===== config.mk =====
export PLATFORM = sky130hd
export DESIGN_NAME = spike_aer_encoder_flat
export DESIGN_NICKNAME = d
export VERILOG_FILES = /design/src/rtl/spike_aer_encoder_if.sv /design/src/rtl/spike_aer_encoder.sv /design/src/flat_wrapper.sv
export SDC_FILE = /design/constraint.sdc
export NUM_CORES = 1
export LEC_CHECK = 0
export CORE_ASPECT_RATIO = 2
export CORE_MARGIN = 2
export CORE_UTILIZATION = 45
export DETAILED_ROUTE_END_ITERATION = 8
export GPL_TIMING_DRIVEN = 1
export PLACE_DENSITY = 0.75
export SLEW_MARGIN = 20
export SYNTH_ARGS = -nofsm -noshare
export SYNTH_HDL_FRONTEND = slang
export SYNTH_SLANG_ARGS = --single-unit

===== constraint.sdc =====
create_clock -name clk -period 13.75 [get_ports clk]
set_clock_uncertainty 0.05 [all_clocks]
set_input_delay 2.75 -clock clk [delete_from_list [all_inputs] [get_ports clk]]
set_output_delay 2.75 -clock clk [all_outputs]
set_load 0.05 [all_outputs]

===== src/rtl/spike_aer_encoder_if.sv =====
// AER output stream: head word plus valid/ready handshake.
interface spike_aer_encoder_if;
  logic [7:0] aer_data;
  logic       aer_valid;
  logic       aer_ready;

  modport master (output aer_data, output aer_valid, input aer_ready);
  modport slave  (input aer_data, input aer_valid, output aer_ready);
endinterface


===== src/rtl/spike_aer_encoder.sv =====
// Spike vector to serial AER encoder: pending mask, lowest-index arbiter,
// small FIFO, 5-bit timestamp, sticky overflow and saturating drop counter.
module spike_aer_encoder #(
  parameter int N     = 8,
  parameter int DEPTH = 4
) (
  input  logic                   clk,
  input  logic                   rst_n,
  input  logic                   ena,
  input  logic [N-1:0]           spike_in,
  spike_aer_encoder_if.master    aer,
  output logic                   overflow,
  output logic [7:0]             drop_cnt
);
  localparam int AW = $clog2(DEPTH);
  localparam int CW = $clog2(N + 1);

  logic [N-1:0]  pending;
  logic [4:0]    ts;
  logic [7:0]    mem [DEPTH];
  logic [AW-1:0] rd_ptr, wr_ptr;
  logic [AW:0]   count;

  logic [N-1:0]  grant, gmask, coll;
  logic [2:0]    gidx;
  logic [CW-1:0] ncoll;
  logic [8:0]    drop_sum;
  logic          pop, push;

  assign aer.aer_valid = (count != '0);
  assign aer.aer_data  = mem[rd_ptr];
  assign pop           = aer.aer_valid & aer.aer_ready;

  // Arbiter: lowest pending bit wins; a full FIFO accepts only alongside a pop.
  always_comb begin
    grant = pending & (~pending + N'(1));
    gidx  = '0;
    for (int i = N - 1; i >= 0; i--)
      if (pending[i]) gidx = 3'(i);
    push  = ena & (pending != '0) & ((count < (AW+1)'(DEPTH)) | pop);
    gmask = push ? grant : '0;
    // A fresh spike on a still-pending, un-granted bit has nowhere to go.
    coll  = ena ? (spike_in & pending & ~gmask) : '0;
    ncoll = '0;
    for (int i = 0; i < N; i++)
      ncoll = ncoll + CW'(coll[i]);
    drop_sum = {1'b0, drop_cnt} + 9'(ncoll);
  end

  // Capture spikes into the pending mask and advance the timestamp.
  always_ff @(posedge clk or negedge rst_n) begin
    if (!rst_n) begin
      pending <= '0;
      ts      <= '0;
    end else if (ena) begin
      pending <= (pending & ~gmask) | spike_in;
      ts      <= ts + 5'd1;
    end
  end

  // FIFO storage and pointers; storage is cleared so the head is never X.
  always_ff @(posedge clk or negedge rst_n) begin
    if (!rst_n) begin
      for (int i = 0; i < DEPTH; i++) mem[i] <= '0;
      rd_ptr <= '0;
      wr_ptr <= '0;
      count  <= '0;
    end else begin
      if (push) begin
        mem[wr_ptr] <= {ts, gidx};
        wr_ptr      <= wr_ptr + 1'b1;
      end
      if (pop) rd_ptr <= rd_ptr + 1'b1;
      case ({push, pop})
        2'b10:   count <= count + 1'b1;
        2'b01:   count <= count - 1'b1;
        default: count <= count;
      endcase
    end
  end

  // Congestion flags: sticky overflow and saturating drop counter.
  always_ff @(posedge clk or negedge rst_n) begin
    if (!rst_n) begin
      overflow <= 1'b0;
      drop_cnt <= '0;
    end else if (coll != '0) begin
      overflow <= 1'b1;
      drop_cnt <= drop_sum[8] ? 8'hFF : drop_sum[7:0];
    end
  end
endmodule


===== src/flat_wrapper.sv =====
// flat-port wrapper written by rule: the top's interface ports become plain ports
module spike_aer_encoder_flat 
#(
  parameter int N     = 8,
  parameter int DEPTH = 4
)
  (clk, rst_n, ena, spike_in, overflow, drop_cnt, aer_aer_data, aer_aer_valid, aer_aer_ready);
  spike_aer_encoder_if aer_i ();
  input  logic clk;
  input  logic rst_n;
  input  logic ena;
  input  logic [N-1:0] spike_in;
  output logic overflow;
  output logic [7:0] drop_cnt;
  output wire logic [$bits(aer_i.aer_data)-1:0] aer_aer_data;
  output wire logic [$bits(aer_i.aer_valid)-1:0] aer_aer_valid;
  input wire logic [$bits(aer_i.aer_ready)-1:0] aer_aer_ready;
  assign aer_aer_data = aer_i.aer_data;
  assign aer_aer_valid = aer_i.aer_valid;
  assign aer_i.aer_ready = aer_aer_ready;
  spike_aer_encoder #(.N(N), .DEPTH(DEPTH)) u_core (.clk(clk), .rst_n(rst_n), .ena(ena), .spike_in(spike_in), .aer(aer_i), .overflow(overflow), .drop_cnt(drop_cnt));
endmodule

Yosys cells after proc, flatten, opt, wreduce, memory -nomap -nowiden --
Cells that the tools add are included.
Cells by class: add/subtract/negate cells 14, magnitude comparators 4, eq/ne operators 2, multiplexer cells 18, bitwise operators 13, reductions and logical operators 5
Operators with widths (count):
- two-way mux 8 bit | 6
- bitwise AND 8 bit | 4
- bitwise mux 32 bit | 1
- adder 4 x 1 -> 4 bit | 6
- two-way mux 3 bit | 8
- binary-select mux 8 bit (select 2 bit) | 1
- demux 8 bit (select 2 bit) | 1
- inverter 8 bit | 2
- nonzero test 8 bit | 2
- adder 8 x 4 -> 9 bit | 1
- adder 8 x 1 -> 8 bit, second input constant | 1
- OR 8 bit | 1
- >= comparator 3 bit, second input constant | 2
- inverter 2 -> 3 bit | 2
- one-hot mux 3 bit (2 select lines) | 1
- adder 5 x 1 -> 5 bit, second input constant | 1
- adder 2 x 1 -> 2 bit, second input constant | 2
- adder 3 x 1 -> 3 bit, second input constant | 1
- bitwise AND 1 bit | 3
- < comparator 3 x 1 -> 1 bit, second input constant | 1
- < comparator 3 bit, second input constant | 1
- nonzero test 3 bit | 1
- subtractor 3 x 1 -> 3 bit, second input constant | 1
- adder 1 x 1 -> 2 bit | 1
- other kinds (5) | 5
Word-level totals: register bits after elaboration 61, input port bits 12, output and inout port bits 18, word-level logic and storage cells 67

Logic depth before layout (Yosys ltp) --
Gate-level depths: netlist (run 1).
depth after elaboration 17, depth in mapped cells 19

Worst setup path before layout (run 1) --
No wires, ideal clock.
path type input -> register, start point input port ena, end point register u_core.drop_cnt[7], setup time 0.129 ns, data arrival time 6.893 ns, setup slack 6.678 ns, stages on the path 17, path buffers 2, path through clkbuf_1 > clkbuf_1 > and4_2 > ha_1 > inv_1 > fa_1 > fa_1 > fa_1 > fa_1 > inv_1 > ha_1 > a21o_1 > a21oi_1 > nor2b_1 > o21a_1 > a41oi_1 > a31oi_1
On the way: word-level cells in the longest chain between the ends 15
RTL lines:
- start: declaration | RTL line flat_wrapper.sv:11 | input logic ena;
- bitwise AND 1 bit (2 in series) | RTL line spike_aer_encoder.sv:40 | push = ena & (pending != '0) & ((count < (AW+1)'(DEPTH)) | pop);
- two-way mux 8 bit | RTL line spike_aer_encoder.sv:41 | gmask = push ? grant : '0;
- inverter 8 bit | RTL line spike_aer_encoder.sv:43 | coll = ena ? (spike_in & pending & ~gmask) : '0;
- bitwise AND 8 bit | RTL line spike_aer_encoder.sv:43
- two-way mux 8 bit * | RTL line spike_aer_encoder.sv:43
- adder 1 x 1 -> 2 bit | RTL line spike_aer_encoder.sv:46 | ncoll = ncoll + CW'(coll[i]);
- adder 4 x 1 -> 4 bit (6 in series) | RTL line spike_aer_encoder.sv:46
- adder 8 x 4 -> 9 bit | RTL line spike_aer_encoder.sv:47 | drop_sum = {1'b0, drop_cnt} + 9'(ncoll);
- two-way mux 8 bit | RTL line spike_aer_encoder.sv:89 | drop_cnt <= drop_sum[8] ? 8'hFF : drop_sum[7:0];
- end signal: assignment | RTL line spike_aer_encoder.sv:89
- end: declaration | RTL line spike_aer_encoder.sv:13 | output logic [7:0] drop_cnt
Mark *: on every way between the ends. The rest lies on a longest branch, timed or not. A chain may end at the register's enable or synchronous reset.

Final worst setup path (run 1) --
start point input port ena, end point register u_core.drop_cnt[1]
The elaborated chain is that of the path after synthesis.

==> results of run 1 <==
-- critical path: stages --
cell,delay [ns]
sky130_fd_sc_hd__clkdlybuf4s50_1,1.02
sky130_fd_sc_hd__and4_2,0.39
sky130_fd_sc_hd__ha_1,0.23
sky130_fd_sc_hd__inv_1,0.08
sky130_fd_sc_hd__fa_1,0.42
sky130_fd_sc_hd__fa_1,0.52
sky130_fd_sc_hd__fa_1,0.46
sky130_fd_sc_hd__fa_1,0.50
sky130_fd_sc_hd__fa_1,0.45
sky130_fd_sc_hd__nor2b_1,0.16
sky130_fd_sc_hd__nor3_1,0.07
sky130_fd_sc_hd__or3_1,0.46
sky130_fd_sc_hd__a31oi_1,0.22
-- cells by family after synthesis --
family          count (synthesis)  synth area share
simple gates                   66            0.1092
buf+inv                        28           0.03561
xor+xnor                       13           0.03562
fa+ha+maj                      20           0.09237
flops                          61            0.4775
mux                            31            0.1370
compound gates                 52            0.1127
-- power breakdown --
group | switching [mW] | internal (mW) | leakage, nW | total, mW
sequential | 0.0743 | 0.255 | 0.721 | 0.330
clock | 0.0742 | 0.168 | 0.163 | 0.242
combinational | 0.238 | 0.191 | 0.818 | 0.429
total | 0.387 | 0.614 | 1.70 | 1.00
-- area by class of cell --
| type | count | area, um2 | area share |
|---|---|---|---|
| clock inverters | 4 | 70.07 | 0.01799 |
| clock buffers | 12 | 256.5 | 0.06587 |
| repair buffers | 30 | 292.8 | 0.07519 |
| inverters | 21 | 78.83 | 0.02024 |
| flip-flops and latches | 61 | 1526 | 0.3920 |
| multi-input cells | 182 | 1556 | 0.3997 |
| well taps | 90 | 112.6 | 0.02892 |
-- per-layer routing --
layer	GRT usage	up-vias
met1	0.1977	1090
met3	0.04095	10
met5	0	-
li1	-	1036
met2	0.3303	53
met4	0.09783	0
-- per-stage QoR --
stage / std cells / total power, mW / instance area, um2
6_report: 400 / 1.001 / 3894
5_1_grt: 400 / 1.064 / 3894
4_1_cts: 400 / 1.011 / 3894
3_5_place_dp: 384 / 0.7676 / 3567
3_3_place_gp: 384 / 0.7511 / 3567
2_1_floorplan: 271 / 0.6390 / 3197
-- state kept, by name (all words and copies together), names as in the netlist --
name and cells:
u_core.overflow 1, u_core.drop_cnt 8, u_core.pending 8, u_core.rd_ptr 2
u_core.ts 5, u_core.mem 32, u_core.count 3, u_core.wr_ptr 2
-- worst paths after layout --
kind | startpoint | endpoint | slack [ns] | depth (start not counted)
setup / recovery | ena | u_core.drop_cnt[1] | 6.19 | 13
hold / removal | u_core.mem[16] | u_core.mem[16] | 0.43 | 2
setup reg to reg | u_core.count[2] | u_core.drop_cnt[1] | 9.04 | 14
hold reg to reg | u_core.mem[16] | u_core.mem[16] | 0.43 | 2
max in group asynchronous | rst_n | u_core.mem[31] | 10.61 | 2
min in group asynchronous | rst_n | u_core.pending[6] | 2.52 | 2
-- cell usage after synthesis (2+ instances only) --
cell type	n	area [um2]
sky130_fd_sc_hd__nand4_1	4	25.02
sky130_fd_sc_hd__o31ai_1	2	15.01
sky130_fd_sc_hd__and4b_1	2	20.02
sky130_fd_sc_hd__ha_1	14	175.2
sky130_fd_sc_hd__o21a_1	4	30.03
sky130_fd_sc_hd__xor2_1	6	52.55
sky130_fd_sc_hd__o2111ai_1	2	17.52
sky130_fd_sc_hd__o21ai_0	15	75.07
sky130_fd_sc_hd__a41oi_1	2	17.52
sky130_fd_sc_hd__mux4_2	8	180.2
sky130_fd_sc_hd__a31oi_1	7	43.79
sky130_fd_sc_hd__a21oi_1	5	25.02
sky130_fd_sc_hd__or2_2	2	12.51
sky130_fd_sc_hd__mux2_2	21	236.5
sky130_fd_sc_hd__inv_1	21	78.83
sky130_fd_sc_hd__nand2_1	24	90.09
sky130_fd_sc_hd__nor2b_1	5	31.28
sky130_fd_sc_hd__clkbuf_1	4	15.01
sky130_fd_sc_hd__nand3_1	7	35.03
sky130_fd_sc_hd__fa_1	6	120.1
sky130_fd_sc_hd__or3_1	3	18.77
sky130_fd_sc_hd__xnor2_1	7	61.31
sky130_fd_sc_hd__nor2_1	11	41.29
sky130_fd_sc_hd__a22o_1	8	70.07
sky130_fd_sc_hd__a21o_1	2	15.01
sky130_fd_sc_hd__dfrtp_1	61	1526
==> Implementation_results.wiki, run 1 <==
{| class="wikitable"
! Metric !! Value
|-
| Worst-path clk slew || ~0.05 ns
|-
| Diode insertion count for antenna repair || 0
|-
| Arrival time reported for the critical path endpoint || about 7.7 ns
|-
| Placement Setup Slack || between 5 and 6 ns
|-
| Main synth FF type || sky130_fd_sc_hd__dfrtp_1
|-
| Number of nets in the layout || 337
|-
| I/O Buffers || 29
|-
| Wire length the detailed router placed on met1 || 2.429 mm
|-
| Total routing usage reported by global routing || 0.1835
|-
| Synth warnings || 0
|-
| Register area share after synthesis || 0.4775
|-
| Ports || 30
|-
| CTS Buf Count || 9
|-
| Setup bufs post-CTS || 0
|-
| Period minus WS final || between 7 and 8 ns
|-
| Commonest non-fill, non-tap cells in the layout || sky130_fd_sc_hd__dfrtp_1 (61), sky130_fd_sc_hd__clkdlybuf4s50_1 (28), sky130_fd_sc_hd__nand2_1 (24), sky130_fd_sc_hd__inv_1 (21), sky130_fd_sc_hd__mux2_2 (21)
|-
| Period utilisation layout || 0.5501
|-
| Root buffer cell || sky130_fd_sc_hd__clkbuf_16
|-
| Worst skew pair latency || approximately 0.32 ns
|-
| Post-synth net total || ~300
|-
| FMAX || 132.2 MHz
|-
| Area of the die || approximately 0.0078 mm2
|-
| Number of antenna violations at the first check in global routing || 0
|-
| Maximum fanout along the worst path || 26
|-
| Post-Route Utilization || 0.5654
|-
| Number of buffers inserted for hold repair after clock tree synthesis || 0
|-
| Slew headroom || 0.4412
|-
| Post-cts gate resize count || 0
|-
| Number of core rows || 43
|-
| Syn-to-layout area delta || 21.80%
|-
| Number of hold violations in the final report || 0
|-
| Count of pins over their slew limit || 0
|-
| Unrepaired setup endpoints after global routing || no
|-
| Classification of the worst-slack hold path || reg2reg
|-
| CP Data Required Time || between 10 and 15 ns
|-
| Met3 routed WL || 199 um
|-
| DIE HEIGHT || about 120 um
|-
| Number of search-and-repair iterations in the first detailed-routing pass || 5
|-
| Max-capacitance violation count || 0
|-
| Endpoint type of the worst setup path || flip-flop
|-
| Top metal layer carrying routed signals || met4
|-
| Via count || approximately 2200
|-
| Std-Cell Core Area || between 0.006 and 0.007 mm2
|-
| Maximum clock path buffer count || 2
|-
| Via density per instance || approximately 5.5
|-
| Post-Syn Area || ~0.0032 mm2
|-
| Number of sinks handled by clock tree synthesis || 61
|-
| Worst slew pin tran || between 0.8 and 0.9 ns
|-
| Largest net degree at the start of global routing || just over 60
|-
| WL final || ~6.2 mm
|-
| Average cell area after synthesis || ~12 um2
|-
| Worst hold margin || 0.4255 ns
|-
| Number of enable-type register cells in the synthesized netlist || 0
|-
| Post-synth cell types || 44
|-
| Flops & latches, synth || 61
|-
| Fraction of layout instances using a drive strength above 1 || 0.1806
|-
| Post-Synthesis Cells || 271
|-
| Horizontal extent of the die || about 64 um
|-
| Pwr Density || between 200 and 300 mW/mm2
|-
| Starting utilization of the core area || 0.4642
|-
| Worst setup margin || roughly 6.2 ns
|-
| Detail Route met2 WL || 3.505 mm
|-
| Drt drc || 0
|-
| Iteration-0 DRC Markers || a little over 70
|-
| Share of async-settable or async-resettable flops after synthesis || 1.000
|-
| Maximum resistive drop on vdd || 0.1657 mV
|-
| CP Class || in2reg
|-
| Filler cells || 631
|-
| Number of global-route vias before repair || about 2300
|-
| Most common cell after layout, fill and taps aside || sky130_fd_sc_hd__dfrtp_1
|-
| Critical path launch point type || primary input
|-
| CTS tree || done
|-
| Outcome || finished clean
|-
| Total grt overflow || 0
|-
| Remaining number of nets flagged by the antenna check after routing || 0
|-
| Detail-routed net length per standard cell || about 16 um
|-
| Total Neg Setup Slack || 0 ns
|-
| Count of endpoints failing setup in the final report || 0
|-
| Leak Pwr || roughly 1.7 nW
|-
| Placer congestion estimate || approximately 0.85
|-
| Number of levels in the clock H-tree || 3
|-
| Wire length of the first global-routing pass || about 11 mm
|-
| HPWL after detailed placement || about 4.7 mm
|}
No activity file was read; power rests on OpenSTA's default activity.
==> run 2: changes to the inputs <==
==> constraint.sdc (replaced) <==
create_clock -name clk -period 7.6 [get_ports clk]
set_clock_uncertainty 0.05 [all_clocks]
set_input_delay 1.52 -clock clk [delete_from_list [all_inputs] [get_ports clk]]
set_output_delay 1.52 -clock clk [all_outputs]
set_load 0.05 [all_outputs]
==> run 2 against run 1 <==
  * Die area is the same
  * Wire length rose by 5.6%
  * Clock power up 63%
  * Critical endpoint is now u_core.drop_cnt[7]
  * Highest routed layer unchanged
==> Implementation_results.wiki, run 2 (synthesized netlist as in run 1, its figures left out) <==
{| class="wikitable"
! Metric !! Value
|-
| Number of hold violations in the final report || 0 (unchanged)
|-
| Slew headroom || 0.4967 (+0.05552)
|-
| Count of endpoints failing setup in the final report || 0 (unchanged)
|-
| Largest net degree at the start of global routing || 62 (unchanged)
|-
| Registers with the most flip-flops || u_core.mem: 32 flops, u_core.drop_cnt: 8 flops, u_core.pending: 8 flops
|-
| Ports || 30 (unchanged)
|-
| Classification of the worst-slack hold path || reg2reg
|-
| Worst-path clk slew || 0.05 ns (about the same)
|-
| WL final || 6.595 mm (+5.6%)
|-
| CTS tree || done
|-
| Period utilisation layout || 0.7918
|-
| Leak Pwr || 1.682 nW (-1.1%)
|-
| Area of the die || 0.007835 mm2 (unchanged)
|-
| Maximum fanout along the worst path || 19 (-27%)
|-
| Syn-to-layout area delta || 20.98%
|-
| Number of flip-flops under the largest register name || 32 (unchanged)
|-
| Count of pins over their slew limit || 0 (unchanged)
|-
| Outcome || finished clean
|-
| Post-Route Utilization || 0.5616 (-0.003815)
|-
| Commonest non-fill, non-tap cells in the layout || sky130_fd_sc_hd__dfrtp_1 (61), sky130_fd_sc_hd__clkdlybuf4s50_1 (28), sky130_fd_sc_hd__nand2_1 (24), sky130_fd_sc_hd__inv_1 (21), sky130_fd_sc_hd__mux2_2 (21)
|-
| Root buffer cell || sky130_fd_sc_hd__clkbuf_16
|-
| Post-cts gate resize count || 0 (unchanged)
|-
| FMAX || between 150 and 200 MHz
|-
| Fraction of layout instances using a drive strength above 1 || 0.1833 (+0.002635)
|-
| Number of buffers inserted for hold repair after clock tree synthesis || 0 (unchanged)
|-
| Worst hold margin || 0.4158 ns (-0.009705 ns)
|-
| Wire length of the first global-routing pass || 10.92 mm (+0.18%)
|-
| Total grt overflow || 0 (unchanged)
|-
| Placement Setup Slack || 1.192 ns (-4.631 ns)
|-
| Arrival time reported for the critical path endpoint || 6.16 ns (-1.58 ns)
|-
| Starting utilization of the core area || 0.4642 (unchanged)
|-
| CP Data Required Time || 7.74 ns (-6.19 ns)
|-
| Worst skew pair latency || 0.33 ns (about the same)
|-
| Number of antenna violations at the first check in global routing || 0 (unchanged)
|-
| Horizontal extent of the die || 63.60 um (unchanged)
|-
| Drt drc || 0 (unchanged)
|-
| Number of global-route vias before repair || 2240 (-4.3%)
|-
| Number of nets in the layout || 338 (+0.30%)
|-
| Std-Cell Core Area || 0.006887 mm2 (unchanged)
|-
| Diode insertion count for antenna repair || 0 (unchanged)
|-
| Detail-routed net length per standard cell || 16.45 um (+5.3%)
|-
| Worst slew pin tran || 0.7549 ns (-0.08066 ns)
|-
| Via count || 2194 (+0.23%)
|-
| Unrepaired setup endpoints after global routing || no
|-
| Most common cell after layout, fill and taps aside || sky130_fd_sc_hd__dfrtp_1
|-
| Total Neg Setup Slack || 0 ns (unchanged)
|-
| Remaining number of nets flagged by the antenna check after routing || 0 (unchanged)
|-
| Worst setup margin || 1.583 ns (-4.604 ns)
|-
| HPWL after detailed placement || 4.937 mm (+5.6%)
|-
| Total routing usage reported by global routing || 0.1879 (+0.004419)
|-
| Setup bufs post-CTS || 0 (unchanged)
|-
| DIE HEIGHT || 123.2 um (unchanged)
|-
| Number of levels in the clock H-tree || 3 (unchanged)
|-
| Pwr Density || 458.1 mW/mm2 (+78%)
|-
| Maximum clock path buffer count || 2 (unchanged)
|-
| I/O Buffers || 29 (unchanged)
|-
| Iteration-0 DRC Markers || 80 (+11%)
|-
| Number of core rows || 43 (unchanged)
|-
| CTS Buf Count || 9 (unchanged)
|-
| Critical path launch point type || primary input
|-
| Period minus WS final || 6.017 ns
|-
| Max-capacitance violation count || 0 (unchanged)
|-
| Maximum resistive drop on vdd || 0.2681 mV (+62%)
|-
| Number of sinks handled by clock tree synthesis || 61 (unchanged)
|-
| Launching point of the worst reg2reg path || u_core.count[2]
|-
| CP Class || in2reg
|-
| Largest register by flop count || u_core.mem
|-
| Number of search-and-repair iterations in the first detailed-routing pass || 4 (-1)
|-
| Start point of the critical path || ena
|-
| Placer congestion estimate || 0.8911 (+5.1%)
|-
| Via density per instance || 5.471 (about the same)
|-
| Start point of the worst hold path || u_core.overflow
|-
| Endpoint type of the worst setup path || flip-flop
|}
==> run 2: changes by cell type in the layout (fill, tap and decap cells not counted) <==
cell                         before  now
sky130_fd_sc_hd__clkbuf_8         2    0
sky130_fd_sc_hd__clkinvlp_4       0    2
sky130_fd_sc_hd__buf_4            1    2
sky130_fd_sc_hd__bufinv_16        2    1
sky130_fd_sc_hd__clkinv_4         0    1
==> run 2: final timing paths <==
kind / depth (start not counted) / end / slack (ns)
max: 16 / u_core.drop_cnt[7] / 1.58
min: 1 / u_core.overflow / 0.42
max reg2reg: 17 / u_core.drop_cnt[7] / 2.81
min reg2reg: 1 / u_core.overflow / 0.42
max in group asynchronous: 2 / u_core.drop_cnt[1] / 5.70
min in group asynchronous: 2 / u_core.mem[20] / 1.30
==> run 2: final cells by class <==
type                    instances  area (um2)
clock buffers                  10       229.0
clock inverters                 6       63.81
fillers                       643        3019
inverters                      21       78.83
multi-input cells             182        1556
flip-flops and latches         61        1526
well taps                      90       112.6
repair buffers                 31       300.3
==> run 2: stage by stage <==
stage / cell area, um2 / power [mW] / cells
6_report: 3867 / 1.772 / 401
5_1_grt: 3867 / 1.878 / 401
4_1_cts: 3867 / 1.792 / 401
3_5_place_dp: 3575 / 1.392 / 385
3_3_place_gp: 3575 / 1.365 / 385
2_1_floorplan: 3197 / 1.156 / 271
==> run 2: worst max-delay path, stage by stage <==
cell	delay [ns]
sky130_fd_sc_hd__clkdlybuf4s50_1	0.66
sky130_fd_sc_hd__buf_4	0.30
sky130_fd_sc_hd__nand3_1	0.09
sky130_fd_sc_hd__a21o_1	0.19
sky130_fd_sc_hd__fa_1	0.48
sky130_fd_sc_hd__fa_1	0.53
sky130_fd_sc_hd__fa_1	0.47
sky130_fd_sc_hd__fa_1	0.55
sky130_fd_sc_hd__inv_1	0.06
sky130_fd_sc_hd__ha_1	0.26
sky130_fd_sc_hd__a21o_1	0.17
sky130_fd_sc_hd__a21oi_1	0.25
sky130_fd_sc_hd__nor2b_1	0.08
sky130_fd_sc_hd__o21a_1	0.24
sky130_fd_sc_hd__a41oi_1	0.23
sky130_fd_sc_hd__a31oi_1	0.06
==> run 2: power by group <==
group | leakage [nW] | internal, mW | switching [mW] | total, mW
combinational | 0.823 | 0.345 | 0.437 | 0.782
sequential | 0.721 | 0.462 | 0.132 | 0.594
clock | 0.138 | 0.253 | 0.142 | 0.395
==> run 2: layer usage <==
metal	wire length, um	GRT usage
met4	191	0.1087
met1	2290	0.1785
met5	0	0
met3	186	0.03549
met2	3927	0.3645
==> run 3: changes to the inputs <==
==> constraint.sdc (replaced) <==
create_clock -name clk -period 6 [get_ports clk]
set_clock_uncertainty 0.05 [all_clocks]
set_input_delay 1.2 -clock clk [delete_from_list [all_inputs] [get_ports clk]]
set_output_delay 1.2 -clock clk [all_outputs]
set_load 0.05 [all_outputs]
==> run 3 against run 2 <==
  * Wire length down 3.0%
  * Via count is essentially flat
  * Clock power grew 15%
  * Worst hold slack improved by 0.0020 ns
  * Combinational power rose by 27%
  * Final cell count grew 0.25%
  * Sequential share of layout area up 0.18 points
  * Highest routed layer unchanged
==> Implementation_results.wiki, run 3 (synthesized netlist as in run 1, its figures left out) <==
{| class="wikitable"
! Metric !! Value
|-
| Via density per instance || 5.453 (-0.34%)
|-
| Number of global-route vias before repair || 2297 (+2.5%)
|-
| Leak Pwr || 1.683 nW (about the same)
|-
| Hold path cells || 1 (unchanged)
|-
| Capture point of the worst reg-to-reg path || u_core.drop_cnt[1]
|-
| Total power after layout || 2.202 mW (+24%)
|-
| Std-Cell Core Area || 0.006887 mm2 (unchanged)
|-
| Endpoint type of the worst setup path || flip-flop
|-
| Number of sinks handled by clock tree synthesis || 61 (unchanged)
|-
| Largest register by flop count || u_core.mem
|-
| Sequential group share of total power || 0.343 (+0.007)
|-
| Clock Power Share || 0.206 (-0.017)
|-
| DIE HEIGHT || 123.2 um (unchanged)
|-
| Detail-routed net length per standard cell || 15.92 um (-3.2%)
|-
| Remaining number of nets flagged by the antenna check after routing || 0 (unchanged)
|-
| Number of buffers inserted for hold repair after clock tree synthesis || 0 (unchanged)
|-
| Start point of the critical path || aer_aer_ready
|-
| Pwr Density || 571.8 mW/mm2 (+25%)
|-
| Unrepaired setup endpoints after global routing || no
|-
| CTS Buf Count || 9 (unchanged)
|-
| Standard cell with the maximum stage delay on the critical path || sky130_fd_sc_hd__fa_1
|-
| Number of hold violations in the final report || 0 (unchanged)
|-
| Post-cts gate resize count || 0 (unchanged)
|-
| Iteration-0 DRC Markers || 59 (-26%)
|-
| Number of levels in the clock H-tree || 3 (unchanged)
|-
| Switching Share || 0.4027 (+0.0008204)
|-
| Placer congestion estimate || 0.8659 (-2.8%)
|-
| Number of flip-flops under the largest register name || 32 (unchanged)
|-
| Cell-by-cell trace of the critical path || clkdlybuf4s50_1, nor2b_1, o2111ai_1, inv_1, ha_1, inv_1, fa_1, fa_1, fa_1, fa_1, fa_1, nor2b_1, nor3_1, or3_1, a31oi_1
|-
| Via count || 2192 (-0.091%)
|-
| Area of placed instances || 0.003590 mm2 (+0.42%)
|-
| Count of pins over their slew limit || 0 (unchanged)
|-
| Drt drc || 0 (unchanged)
|-
| Fraction of layout instances using a drive strength above 1 || 0.1795 (-0.003793)
|-
| Worst slew pin tran || 0.7526 ns (-0.002320 ns)
|-
| Launching point of the worst reg2reg path || u_core.count[2]
|-
| Maximum fanout along the worst path || 5 (-14)
|-
| Wire length of the first global-routing pass || 10.76 mm (-1.4%)
|-
| Slew headroom || 0.4983 (+0.001546)
|-
| Worst skew pair latency || 0.32 ns (about the same)
|-
| Root buffer cell || sky130_fd_sc_hd__clkbuf_16
|-
| CP Data Required Time || 6.18 ns (-1.56 ns)
|-
| CP Class || in2reg
|-
| FMAX || 177.5 MHz
|-
| CP max stage delay || 0.53 ns (-0.13 ns)
|-
| Internal power component || 1.315 mW (+24%)
|-
| Maximum clock path buffer count || 2 (unchanged)
|-
| Starting utilization of the core area || 0.4642 (unchanged)
|-
| Maximum resistive drop on vdd || 0.3489 mV (+30%)
|-
| Syn-to-layout area delta || 20.43%
|-
| Flip-flop and latch area || 0.001526 mm2 (unchanged)
|-
| Total grt overflow || 0 (unchanged)
|-
| Worst-path clk slew || 0.05 ns (about the same)
|-
| Outcome || finished clean
|-
| Period utilisation layout || 0.9390
|-
| Period minus WS final || around 5.6 ns
|-
| Classification of the worst-slack hold path || reg2reg
|-
| I/O Buffers || 29 (unchanged)
|-
| Share of total power in combinational logic || 0.451 (+0.009)
|-
| Depth of the worst register-to-register path || 14 (-3)
|-
| Area of the die || 0.007835 mm2 (unchanged)
|-
| CTS tree || done
|-
| Diode insertion count for antenna repair || 0 (unchanged)
|-
| Fin area || 0.003850 mm2 (-0.45%)
|-
| Multi-input gate area || 0.001556 mm2 (unchanged)
|-
| Arrival time reported for the critical path endpoint || 5.82 ns (-0.34 ns)
|-
| Setup bufs post-CTS || 0 (unchanged)
|-
| Number of antenna violations at the first check in global routing || 0 (unchanged)
|-
| Commonest non-fill, non-tap cells in the layout || sky130_fd_sc_hd__dfrtp_1 (61), sky130_fd_sc_hd__clkdlybuf4s50_1 (28), sky130_fd_sc_hd__nand2_1 (24), sky130_fd_sc_hd__inv_1 (21), sky130_fd_sc_hd__mux2_2 (21)
|-
| Total routing usage reported by global routing || 0.1810 (-0.006898)
|-
| Horizontal extent of the die || 63.60 um (unchanged)
|-
| Worst setup path endpoint || u_core.drop_cnt[1]
|-
| Count of endpoints failing setup in the final report || 0 (unchanged)
|-
| Number of search-and-repair iterations in the first detailed-routing pass || 4 (unchanged)
|-
| HPWL after detailed placement || 4.720 mm (-4.4%)
|-
| Most common cell after layout, fill and taps aside || sky130_fd_sc_hd__dfrtp_1
|-
| Number of core rows || 43 (unchanged)
|-
| Reported net switching power || 0.8865 mW (+25%)
|-
| Max-capacitance violation count || 0 (unchanged)
|-
| WL final || 6.398 mm (-3.0%)
|-
| Number of nets in the layout || 340 (+0.59%)
|-
| Registers with the most flip-flops || u_core.mem: 32 flops, u_core.drop_cnt: 8 flops, u_core.pending: 8 flops
|-
| CP dominant cell by count || sky130_fd_sc_hd__fa_1
|-
| Largest net degree at the start of global routing || 62 (unchanged)
|-
| Slack of the worst reg-to-reg path || 1.27 ns (-1.54 ns)
|-
| Filler cells || 630 (-2.0%)
|-
| Ports || 30 (unchanged)
|-
| Critical path launch point type || primary input
|}
==> run 3: worst min-delay path by stage <==
stage,from,to,slack (ns)
5_1_grt,u_core.overflow,u_core.overflow,0.43
2_1_floorplan,u_core.mem[8],u_core.mem[8],0.39
3_3_place_gp,u_core.overflow,u_core.overflow,0.40
3_5_place_dp,u_core.overflow,u_core.overflow,0.41
4_1_cts,u_core.overflow,u_core.overflow,0.42
6_report,u_core.overflow,u_core.overflow,0.42
==> run 3: cell type report <==
type | instances | area share
well taps | 90 | 0.02925
inverters | 21 | 0.02047
clock buffers | 13 | 0.06500
clock inverters | 2 | 0.002600
multi-input cells | 182 | 0.4043
flip-flops and latches | 61 | 0.3965
repair buffers | 33 | 0.08190
==> run 3: worst max-delay path, delay by kind of cell <==
kind            cells  cell delay, ns
fa+ha+maj           6            2.72
buf+inv             3            0.65
compound gates      2            0.43
simple gates        4            0.81
==> run 3: routing by layer <==
metal,GRT usage,share of wire,vias up
met1,0.1923,0.38,1092
li1,-,-,1042
met4,0.08288,0.026,0
met5,0,0,-
met2,0.3414,0.57,46
met3,0.03185,0.027,12
==> run 3: power groups by stage <==
stage,registers (mW),logic [mW],clock network [mW]
after floorplan,0.784,0.681,0
after global placement,0.754,0.972,0
after detailed placement,0.764,1.00,0
after CTS,0.759,1.01,0.457
after global routing,0.784,1.08,0.478
final,0.756,0.992,0.453
==> run 3: through the flow <==
| step | hold WS (ns) | utilization | setup TNS, ns | setup slack (ns) | instances |
|---|---|---|---|---|---|
| floorplan | 0.3946 | - | 0 | 0.4781 | 271 |
| global placement | 0.4029 | 0.5213 | 0 | 0.09327 | 387 |
| detailed placement | 0.4126 | 0.5213 | -0.08642 | -0.04213 | 387 |
| CTS | 0.4236 | 0.5590 | 0 | 0.3065 | 402 |
| global route | 0.4319 | 0.5590 | 0 | 0.03669 | 402 |
| finish | 0.4178 | 0.5590 | 0 | 0.3661 | 402 |
